**config.mk**
```make
export PLATFORM = sky130hd
export DESIGN_NAME = seg16_message_scroller_flat
export DESIGN_NICKNAME = d
export VERILOG_FILES = /design/src/rtl/seg16_message_scroller_if.sv /design/src/rtl/seg16_message_scroller.sv /design/src/flat_wrapper.sv
export SDC_FILE = /design/constraint.sdc
export NUM_CORES = 1
export LEC_CHECK = 0
export ABC_AREA = 1
export CORE_MARGIN = 2
export CORE_UTILIZATION = 50
export DETAILED_ROUTE_END_ITERATION = 6
export PLACE_DENSITY = 0.69
export RECOVER_POWER = 100
export SETUP_SLACK_MARGIN = 0.02
export SYNTH_ARGS = -nofsm -noshare
export SYNTH_HDL_FRONTEND = slang
export SYNTH_SLANG_ARGS = --single-unit
```
**constraint.sdc**
```tcl
create_clock -name CLK -period 4.9 [get_ports CLK]
set_input_delay 0.98 -clock CLK [delete_from_list [all_inputs] [get_ports CLK]]
set_output_delay 0.98 -clock CLK [all_outputs]
set_load 0.01 [all_outputs]
```
**src/rtl/seg16_message_scroller_if.sv**
```systemverilog
// Character write channel of seg16_message_scroller: valid/ready handshake
// carrying one character per transfer plus an end-of-message marker.
interface seg16_message_scroller_if;
  logic       wr_valid;
  logic       wr_ready;
  logic [7:0] wr_data;
  logic       wr_last;

  modport master (output wr_valid, output wr_data, output wr_last, input wr_ready);
  modport slave  (input wr_valid, input wr_data, input wr_last, output wr_ready);
endinterface

```
**src/rtl/seg16_message_scroller.sv**
```systemverilog
// Stores a message, then shows it one character at a time (dwell, blank gap) on a
// common-anode 16-segment display, looping forever. `SEG16_PWM_DIM_EN adds PWM dimming.
module seg16_message_scroller #(
  parameter int MSG_DEPTH    = 8,
  parameter int DWELL_CYCLES = 16777216,
  parameter int BLANK_CYCLES = 1048576
) (
  input  logic                         CLK,
  input  logic                         reset_n,
  seg16_message_scroller_if.slave      wr,
  input  logic                         abort,
`ifdef SEG16_PWM_DIM_EN
  input  logic [3:0]                   brightness,
`endif
  output logic                         busy,
  output logic [$clog2(MSG_DEPTH)-1:0] char_index,
  output logic [15:0]                  seg_n,
  output logic                         dp_n
);
  localparam int IDX_W   = $clog2(MSG_DEPTH);
  localparam int FILL_W  = IDX_W + 1;
  localparam int MAX_CYC = (DWELL_CYCLES > BLANK_CYCLES) ? DWELL_CYCLES : BLANK_CYCLES;
  localparam int CNT_W   = (MAX_CYC > 1) ? $clog2(MAX_CYC) : 1;
  localparam logic [CNT_W-1:0]  DWELL_LAST  = CNT_W'(DWELL_CYCLES - 1);
  localparam logic [CNT_W-1:0]  BLANK_LAST  = CNT_W'(BLANK_CYCLES - 1);
  localparam logic [FILL_W-1:0] FULL_MINUS1 = FILL_W'(MSG_DEPTH - 1);

  typedef enum logic [1:0] {IDLE, LOAD, SHOW, GAP} state_e;

  // Lit-segment font, bits 15..0 = a,b,c,d,e,f,g,h,k,m,n,u,p,t,s,r; lowercase folds to uppercase.
  function automatic logic [15:0] seg_lit(input logic [6:0] code);
    logic [6:0] up;
    up = (code >= 7'h61 && code <= 7'h7A) ? code - 7'h20 : code;
    case (up)
      7'h20: seg_lit = 16'h0000;  7'h2D: seg_lit = 16'h0018;
      7'h30: seg_lit = 16'hFF00;  7'h31: seg_lit = 16'h3000;
      7'h32: seg_lit = 16'hEE18;  7'h33: seg_lit = 16'hFC18;
      7'h34: seg_lit = 16'h3118;  7'h35: seg_lit = 16'hDD18;
      7'h36: seg_lit = 16'hDF18;  7'h37: seg_lit = 16'hF000;
      7'h38: seg_lit = 16'hFF18;  7'h39: seg_lit = 16'hFD18;
      7'h41: seg_lit = 16'hF318;  7'h42: seg_lit = 16'hFC52;
      7'h43: seg_lit = 16'hCF00;  7'h44: seg_lit = 16'hFC42;
      7'h45: seg_lit = 16'hCF08;  7'h46: seg_lit = 16'hC308;
      7'h47: seg_lit = 16'hDF10;  7'h48: seg_lit = 16'h3318;
      7'h49: seg_lit = 16'hCC42;  7'h4A: seg_lit = 16'h3E00;
      7'h4B: seg_lit = 16'h032C;  7'h4C: seg_lit = 16'h0F00;
      7'h4D: seg_lit = 16'h33A0;  7'h4E: seg_lit = 16'h3384;
      7'h4F: seg_lit = 16'hFF00;  7'h50: seg_lit = 16'hE318;
      7'h51: seg_lit = 16'hFF04;  7'h52: seg_lit = 16'hE31C;
      7'h53: seg_lit = 16'hDD18;  7'h54: seg_lit = 16'hC042;
      7'h55: seg_lit = 16'h3F00;  7'h56: seg_lit = 16'h0321;
      7'h57: seg_lit = 16'h3305;  7'h58: seg_lit = 16'h00A5;
      7'h59: seg_lit = 16'h00A2;  7'h5A: seg_lit = 16'hCC21;
      default: seg_lit = 16'hFFFF;
    endcase
  endfunction

  state_e            state_q;
  logic [FILL_W-1:0] fill_q;
  logic [IDX_W-1:0]  idx_q;
  logic [CNT_W-1:0]  cnt_q;
  logic [15:0]       seg_n_q, seg_n_d;
  logic              dp_n_q, dp_n_d;
  logic [7:0]        msg_mem [MSG_DEPTH];
  logic [7:0]        cur_char;
  logic              wr_fire;
  logic              drive_on;

  assign wr.wr_ready = ((state_q == IDLE) || (state_q == LOAD)) && (fill_q < FILL_W'(MSG_DEPTH));
  assign wr_fire     = wr.wr_valid && wr.wr_ready;
  assign busy        = (state_q == SHOW) || (state_q == GAP);
  assign char_index  = idx_q;
  assign seg_n       = seg_n_q;
  assign dp_n        = dp_n_q;

  // NOTE: the buffer is deliberately not reset; only characters written since the last
  // reset/abort are ever addressed, so reset logic here would buy nothing.
  always_ff @(posedge CLK) begin
    if (wr_fire && !abort) msg_mem[fill_q[IDX_W-1:0]] <= wr.wr_data;
  end

`ifdef SEG16_PWM_DIM_EN
  logic [3:0] pwm_q;
  always_ff @(posedge CLK or negedge reset_n) begin
    if (!reset_n) pwm_q <= '0;
    else          pwm_q <= pwm_q + 4'd1;
  end
  assign drive_on = (pwm_q < brightness);
`else
  assign drive_on = 1'b1;
`endif

  always_comb begin
    // NOTE: defaults come first so every path assigns every output and no latch is inferred.
    seg_n_d  = '1;
    dp_n_d   = 1'b1;
    cur_char = msg_mem[idx_q];
    if (state_q == SHOW && drive_on) begin
      seg_n_d = ~seg_lit(cur_char[6:0]);
      dp_n_d  = ~cur_char[7];
    end
  end

  // NOTE: all state updates use <= so every register samples the pre-edge values.
  always_ff @(posedge CLK or negedge reset_n) begin
    if (!reset_n) begin
      state_q <= IDLE;
      fill_q  <= '0;
      idx_q   <= '0;
      cnt_q   <= '0;
      seg_n_q <= '1;
      dp_n_q  <= 1'b1;
    end else begin
      seg_n_q <= seg_n_d;
      dp_n_q  <= dp_n_d;
      if (abort) begin
        state_q <= IDLE;
        fill_q  <= '0;
        idx_q   <= '0;
        cnt_q   <= '0;
      end else begin
        case (state_q)
          IDLE, LOAD: if (wr_fire) begin
            fill_q <= fill_q + FILL_W'(1);
            if (wr.wr_last || fill_q == FULL_MINUS1) begin
              state_q <= SHOW;
              idx_q   <= '0;
              cnt_q   <= '0;
            end else begin
              state_q <= LOAD;
            end
          end
          SHOW: if (cnt_q == DWELL_LAST) begin
            state_q <= GAP;
            cnt_q   <= '0;
          end else begin
            cnt_q <= cnt_q + CNT_W'(1);
          end
          GAP: if (cnt_q == BLANK_LAST) begin
            state_q <= SHOW;
            cnt_q   <= '0;
            // Wrap after the last stored character so the message repeats.
            idx_q   <= ({1'b0, idx_q} == fill_q - FILL_W'(1)) ? '0 : idx_q + IDX_W'(1);
          end else begin
            cnt_q <= cnt_q + CNT_W'(1);
          end
          default: state_q <= IDLE;
        endcase
      end
    end
  end
endmodule

```
**src/flat_wrapper.sv**
```systemverilog
// flat-port wrapper written by rule: the top's interface ports become plain ports
module seg16_message_scroller_flat 
#(
  parameter int MSG_DEPTH    = 8,
  parameter int DWELL_CYCLES = 16777216,
  parameter int BLANK_CYCLES = 1048576
)
  (CLK, reset_n, abort, busy, char_index, seg_n, dp_n, wr_wr_valid, wr_wr_data, wr_wr_last, wr_wr_ready);
  seg16_message_scroller_if wr_i ();
  input  logic CLK;
  input  logic reset_n;
  input  logic abort;
  output logic busy;
  output logic [$clog2(MSG_DEPTH)-1:0] char_index;
  output logic [15:0] seg_n;
  output logic dp_n;
  input wire logic [$bits(wr_i.wr_valid)-1:0] wr_wr_valid;
  input wire logic [$bits(wr_i.wr_data)-1:0] wr_wr_data;
  input wire logic [$bits(wr_i.wr_last)-1:0] wr_wr_last;
  output wire logic [$bits(wr_i.wr_ready)-1:0] wr_wr_ready;
  assign wr_i.wr_valid = wr_wr_valid;
  assign wr_i.wr_data = wr_wr_data;
  assign wr_i.wr_last = wr_wr_last;
  assign wr_wr_ready = wr_i.wr_ready;
  seg16_message_scroller #(.MSG_DEPTH(MSG_DEPTH), .DWELL_CYCLES(DWELL_CYCLES), .BLANK_CYCLES(BLANK_CYCLES)) u_core (.CLK(CLK), .reset_n(reset_n), .wr(wr_i), .abort(abort), .busy(busy), .char_index(char_index), .seg_n(seg_n), .dp_n(dp_n));
endmodule
```
-- Word level (Yosys, flattened, before mapping)
Memories as Yosys holds them, arrays and structs flattened.
Index checks and enable logic that the tools add are counted.
- $add $sub $neg: 5
- $lt $le $gt $ge: 3
- equality and inequality tests: 11
- mux-type cells: 27
- bitwise operators: 2
- reductions and logical operators: 17
- operators with widths (cell ; number):
    $mux 24 ; 5
    $pmux 24 s3 ; 1
    $mux 16 ; 2
    $add 24x1->24 const B ; 1
    $eq 24x20->1 const B ; 1
    $eq 24x24->1 const B ; 1
    $not 16->16 ; 1
    $mux 3 ; 5
    $mux 4 ; 3
    $mux 2 ; 5
    $ge 7x7->1 const B ; 1
    $le 7x7->1 const B ; 1
    $mux 7 ; 1
    $sub 7x6->7 const B ; 1
    $ne 3x2->1 const B ; 2
    $ne 3x3->1 const B ; 2
    $pmux 2 s3 ; 1
    $pmux 3 s2 ; 1
    $add 4x1->4 const B ; 1
    $eq 2x2->1 const B ; 2
    $eq 3x4->1 ; 1
    $eq 4x3->1 const B ; 1
    $logic_and 1x1->1 ; 4
    $lt 4x4->1 const B ; 1
    14 further kinds ; 20
- flip-flop bits (word level): 50
- memory bits (writable): 64
- memory bits (read-only): 2048
- output and inout port bits: 22
- word-level logic and storage cells: 73
- memories: 2
- memories (name ; depth ; bits a word ; read ports ; clocked after memory_dff ; wr ports ; RTL line ; source):
    (no name shown) ; 128 ; 16 ; 1 ; 0 ; 0 ; seg16_message_scroller.sv:34 ; case (up)
    u_core.msg_mem ; 8 ; 8 ; 1 ; 0 ; 1 ; seg16_message_scroller.sv:64 ; logic [7:0] msg_mem [MSG_DEPTH];

-- Longest topological paths before layout
An unclocked memory read counts as a cell.
- depth in word-level cells: 8
- gate-level depth with buffers: 20
- gate-level depth less buffers: 17

-- Worst setup path before layout
No wires, ideal clock.
- path type: flip-flop to flip-flop
- start: reg u_core.idx_q[0], in the netlist u_core.char_index[0]
- end: reg u_core.seg_n_q[9], in the netlist u_core.seg_n[9]
- setup time: 0.065 ns
- arrival time: 2.286 ns
- data required time: 4.835 ns
- path slack: 2.549 ns
- cell stages (with the launch flop): 19
- buffers on the path: 2
- period minus slack after synthesis: 2.351 ns
- cell sequence: dfrtp_1 -> inv_2 -> buf_2 -> nand2_1 -> nand3_1 -> nand2_1 -> o21ai_4 -> inv_1 -> ha_1 -> inv_1 -> nor2_1 -> nand3_1 -> nand3_2 -> nand2_2 -> nand2_2 -> nand2_2 -> buf_6 -> nand3_2 -> nand3_2
- longest elaborated chain between the ends: 8
- RTL lines (element ; RTL line ; source):
    from (decl) ; seg16_message_scroller.sv:60 ; logic [IDX_W-1:0] idx_q;
    from (signal assigned) ; seg16_message_scroller.sv:143 ; idx_q <= ({1'b0, idx_q} == fill_q - FILL_W'(1)) ? '0 : idx_q + IDX_W'(1);
    $mem_v2 8x8 * ; -- ;
    $ge 7x7->1 or $le 7x7->1 (tied branches) ; seg16_message_scroller.sv:33 ; up = (code >= 7'h61 && code <= 7'h7A) ? code - 7'h20 : code;
    $logic_and 1x1->1 ; seg16_message_scroller.sv:33 ;
    $mux 7 * ; seg16_message_scroller.sv:33 ;
    $mem_v2 128x16 * ; -- ;
    $mux 16 * ; seg16_message_scroller.sv:98 ; if (state_q == SHOW && drive_on) begin
    $not 16->16 * ; seg16_message_scroller.sv:99 ; seg_n_d = ~seg_lit(cur_char[6:0]);
    $mux 16 * ; seg16_message_scroller.sv:98 ;
    via u_core.seg_n_d[9] ; seg16_message_scroller.sv:62 ; logic [15:0] seg_n_q, seg_n_d;
    to (signal assigned) ; seg16_message_scroller.sv:114 ; seg_n_q <= seg_n_d;
    to (decl) ; seg16_message_scroller.sv:62 ;
The timed path passes the listed nets; every way through them passes the cells marked *. The select of a mux whose other input is x is not followed.
A chain may end at the register's enable or synchronous reset.

-- Final worst setup path
- start: reg u_core.idx_q[0], in the netlist u_core.char_index[0]
- end: reg u_core.seg_n_q[12], in the netlist u_core.seg_n[12]
Same word-level chain as after synthesis.

==> results.txt <==
Hold Fails Final Rpt - 0
Violated checks - capacitance limit, slew limit
IO Count - 35
Netlist cell types - 40
Final nets - 801
Startpoint Class - register
Post-CTS Resized - 0
Lkg Pwr - 2.88 nW
ANT cells - 0
Worst hold path class - reg2reg
# rows - 40
Routed Antenna Nets - 0
H-Tree Level Count - 3
Setup Viol. Count Final - 0
CP Max Fanout - 42
Post-Route WL - 14300 um
Crit-path cells - buf_4, inv_1, nand2_1, nand3_1, nand2_1, o21ai_4, inv_1, ha_1, inv_1, nor2_1, nand3_1, nand3_2, nand2_1, nand2_2, nand2_1, nand3_1, nand3_2
Setup bufs post-CTS - 0
Tmin final - 3.71 ns
Fill count - 1096
Cells after Synth - 754
Global route overflow - 0
Worst setup EP type - register
Dpl hpwl - 10100 um
Clock power frac - 32.0%
Global-route wire length before repair - 23600 um
Sum Neg Setup Slack - 0 ns
Pint - 1.53 mW
Initial antenna violation count - 0
Slowest cell delay on critical path - 0.71 ns
NetSw - 0.641 mW
Outcome - complete, but fails checks
Drt wl/cell - 15.1 um
Drt via density - 5.40
Vias in the first global route - 4812
Peak VDD IR - 0.000259 V
Sequential-to-total area share from yosys stat - 50.0%
Max cap viols - 1
CTS root buf - clkbuf_16
Clk_skew - 0.0129 ns
PortBufs - 34
Share of layout cells above drive strength 1 - 7.95%
Worst EP arrival - 4.00 ns
Largest net degree at the start of global routing - 49
Insertion delay to the later sink of the worst-skew pair - 0.36 ns
RSZ-0062 raised after global routing - no
Starting Density - 51.6%
Drt pass-1 iters - 5
Power density cells - 313 nW/um2
Total power - 2.17 mW
Max-slew violations - 49
Slew headroom - -65.5%
Synth Register Bits - 112
Placed Area - 6670 um2
Die Y - 116 um
Die Width - 116 um
Routed via count - 5118
Cts bufs inserted - 9
Minimum hold slack - 0.549 ns
Synthesis Warnings - 0
Core area - 12200 um2
Logic pwr share - 19.4%
Area growth syn-to-layout - 10.2%
Yosys top cell area share - 30.6%
CTS tree - yes
Gr usage total - 22.8%
Sw Share - 29.6%
Fmax - 270 MHz
Cell area after layout - 6920 um2
Syn Nets - 780
Slew @ Worst Pin - 2.48 ns
Die footprint - 13500 um2
Area contributors post-synth - edfxtp_1 31%, dfrtp_1 13%, nand2_1 9.2%
Clock transition at path regs - 0.07 ns
Final Wtd Congestion - 0.894
Crit path max-delay cell type - inv_1
Seq pwr share - 48.6%
CTS Hold Buffers Added - 0
DRC violation count after routing - 0
Avg Inst Size Synth - 8.33 um2
Critical path class - reg2reg
Clock sink count - 112
Post-Syn Area - 6280 um2
Cell mode on critical path - nand2_1
Final period util - 75.7%
DR iter-0 viols - 436
Leading area contributor after synthesis - edfxtp_1
Worst path required time - 5.19 ns
Longest Clk Path Bufs - 2
[power groups by stage]
stage               Sequential (mW)  Combinational, mW  Clock, mW
finish                         1.05              0.421      0.694
global route                   1.06              0.470      0.735
CTS                            1.05              0.432      0.706
detailed placement             1.07              0.430          0
global placement               1.07              0.423          0
floorplan                      1.08              0.292          0
[flip-flops by register name, summed over array words and instances (netlist names)]
signal             flops
u_core.state_q         2
u_core.cnt_q          24
u_core.fill_q          4
u_core.char_index      3
u_core.seg_n          14
u_core.msg_mem        64
u_core.dp_n            1
[worst paths after layout]
check	startpoint	to	slack [ns]	cells past startpoint
setup / recovery	u_core.char_index[0]$_DFFE_PN0P_	u_core.seg_n[12]$_DFF_PN1_	1.19	17
setup reg to reg	u_core.char_index[0]$_DFFE_PN0P_	u_core.seg_n[12]$_DFF_PN1_	1.19	17
hold reg to reg	u_core.cnt_q[23]$_DFFE_PN0P_	u_core.cnt_q[23]$_DFFE_PN0P_	0.55	2
min in group asynchronous	reset_n	u_core.cnt_q[15]$_DFFE_PN0P_	1.39	1
hold / removal	u_core.cnt_q[23]$_DFFE_PN0P_	u_core.cnt_q[23]$_DFFE_PN0P_	0.55	2
max in group asynchronous	reset_n	u_core.cnt_q[10]$_DFFE_PN0P_	2.10	1
[routing by layer]
| layer | global-route usage (%) | share of wire [%] | vias to the layer above |
|---|---|---|---|
| met5 | 0 | 0 | - |
| met4 | 7.22 | 1.9 | 0 |
| met3 | 4.60 | 5.9 | 27 |
| met2 | 38.9 | 49 | 163 |
| met1 | 29.3 | 43 | 2407 |
| li1 | - | - | 2521 |
[placed cells by master (no fill, tap or decap), types with 2 or more instances in the layout]
master           instances
dlygate4sd3_1           30
dfstp_2                 15
ha_1                    13
xnor2_1                  3
a22oi_1                  2
clkbuf_16                9
o211ai_1                 3
edfxtp_1                64
nand3_1                 81
nand3_2                 13
o21ai_0                 41
clkinv_4                 3
nand2_2                 12
xor2_1                   5
clkbuf_1                 3
o21ai_1                  3
nor4_1                   3
a21oi_1                 28
inv_2                    2
nand4_1                  6
buf_4                    2
nand2_1                156
o22ai_1                  8
nor3_1                  17
clkinv_1                 2
dfrtp_1                 33
inv_1                  111
a31oi_1                  3
nor2_1                  86
clkdlybuf4s50_1          3
nand3b_1                 7
[metrics by stage]
stage	util, %	setup slack (ns)	std cells
detailed placement	54.8	1.50	932
finish	56.9	1.19	948
global placement	54.8	1.56	932
CTS	57.1	1.71	948
global route	56.9	0.741	948
floorplan	-	2.55	754
[synth_stat cells]
| cell type | count |
|---|---|
| xnor2_1 | 3 |
| nand4_1 | 6 |
| nand2_2 | 14 |
| xor2_1 | 5 |
| nor4_1 | 3 |
| nor2_2 | 1 |
| o31ai_1 | 1 |
| ha_1 | 13 |
| o21ai_0 | 41 |
| o22ai_1 | 8 |
| dfstp_2 | 15 |
| a21boi_0 | 1 |
| inv_1 | 110 |
| o21ai_4 | 1 |
| nor2_1 | 86 |
| buf_4 | 5 |
| clkinv_1 | 1 |
| buf_2 | 9 |
| a211oi_1 | 1 |
| o211ai_1 | 3 |
| inv_2 | 3 |
| nand3_2 | 16 |
| nor3_1 | 17 |
| nand3_1 | 78 |
| a21oi_1 | 28 |
| o221ai_1 | 1 |
| nand2_4 | 1 |
| nand3b_1 | 7 |
| and2_0 | 1 |
| o2111ai_1 | 1 |
| buf_6 | 7 |
| nand2_1 | 154 |
| clkbuf_1 | 6 |
| inv_4 | 1 |
| a22oi_1 | 2 |
| o21ai_1 | 3 |
| dfrtp_1 | 33 |
| a31oi_1 | 3 |
| edfxtp_1 | 64 |
| a2bb2oi_1 | 1 |
[worst max-delay path, delay by kind of cell (launching register included)]
family / cells / cell delay [ns]
flops: 1 / 0.37
fa+ha+maj: 1 / 0.25
simple gates: 11 / 1.48
buf+inv: 4 / 1.21
compound gates: 1 / 0.29
[cell families (layout without fill, tap and decap cells)]
group / Yosys count / in the layout / synth area share (%)
AND/OR/NAND/NOR: 384 / 384 / 28.0
buffers and inverters: 142 / 168 / 9.84
flip-flops: 112 / 112 / 50.0
AO/OA/AOI/OAI: 95 / 95 / 8.47
adder cells (fa/ha/maj): 13 / 13 / 2.59
XOR/XNOR: 8 / 8 / 1.12
[area by class of cell]
type                            instances  area (um2)  area share, %
Sequential cell                       112        3140           45.4
Inverter                              115         434           6.27
Tap cell                              168         210           3.04
Clock inverter                          6        50.0          0.723
Timing Repair Buffer                   37         353           5.10
Clock buffer                           10         229           3.31
Multi-Input combinational cell        500        2500           36.1
Power figures use the tool's default switching activity.
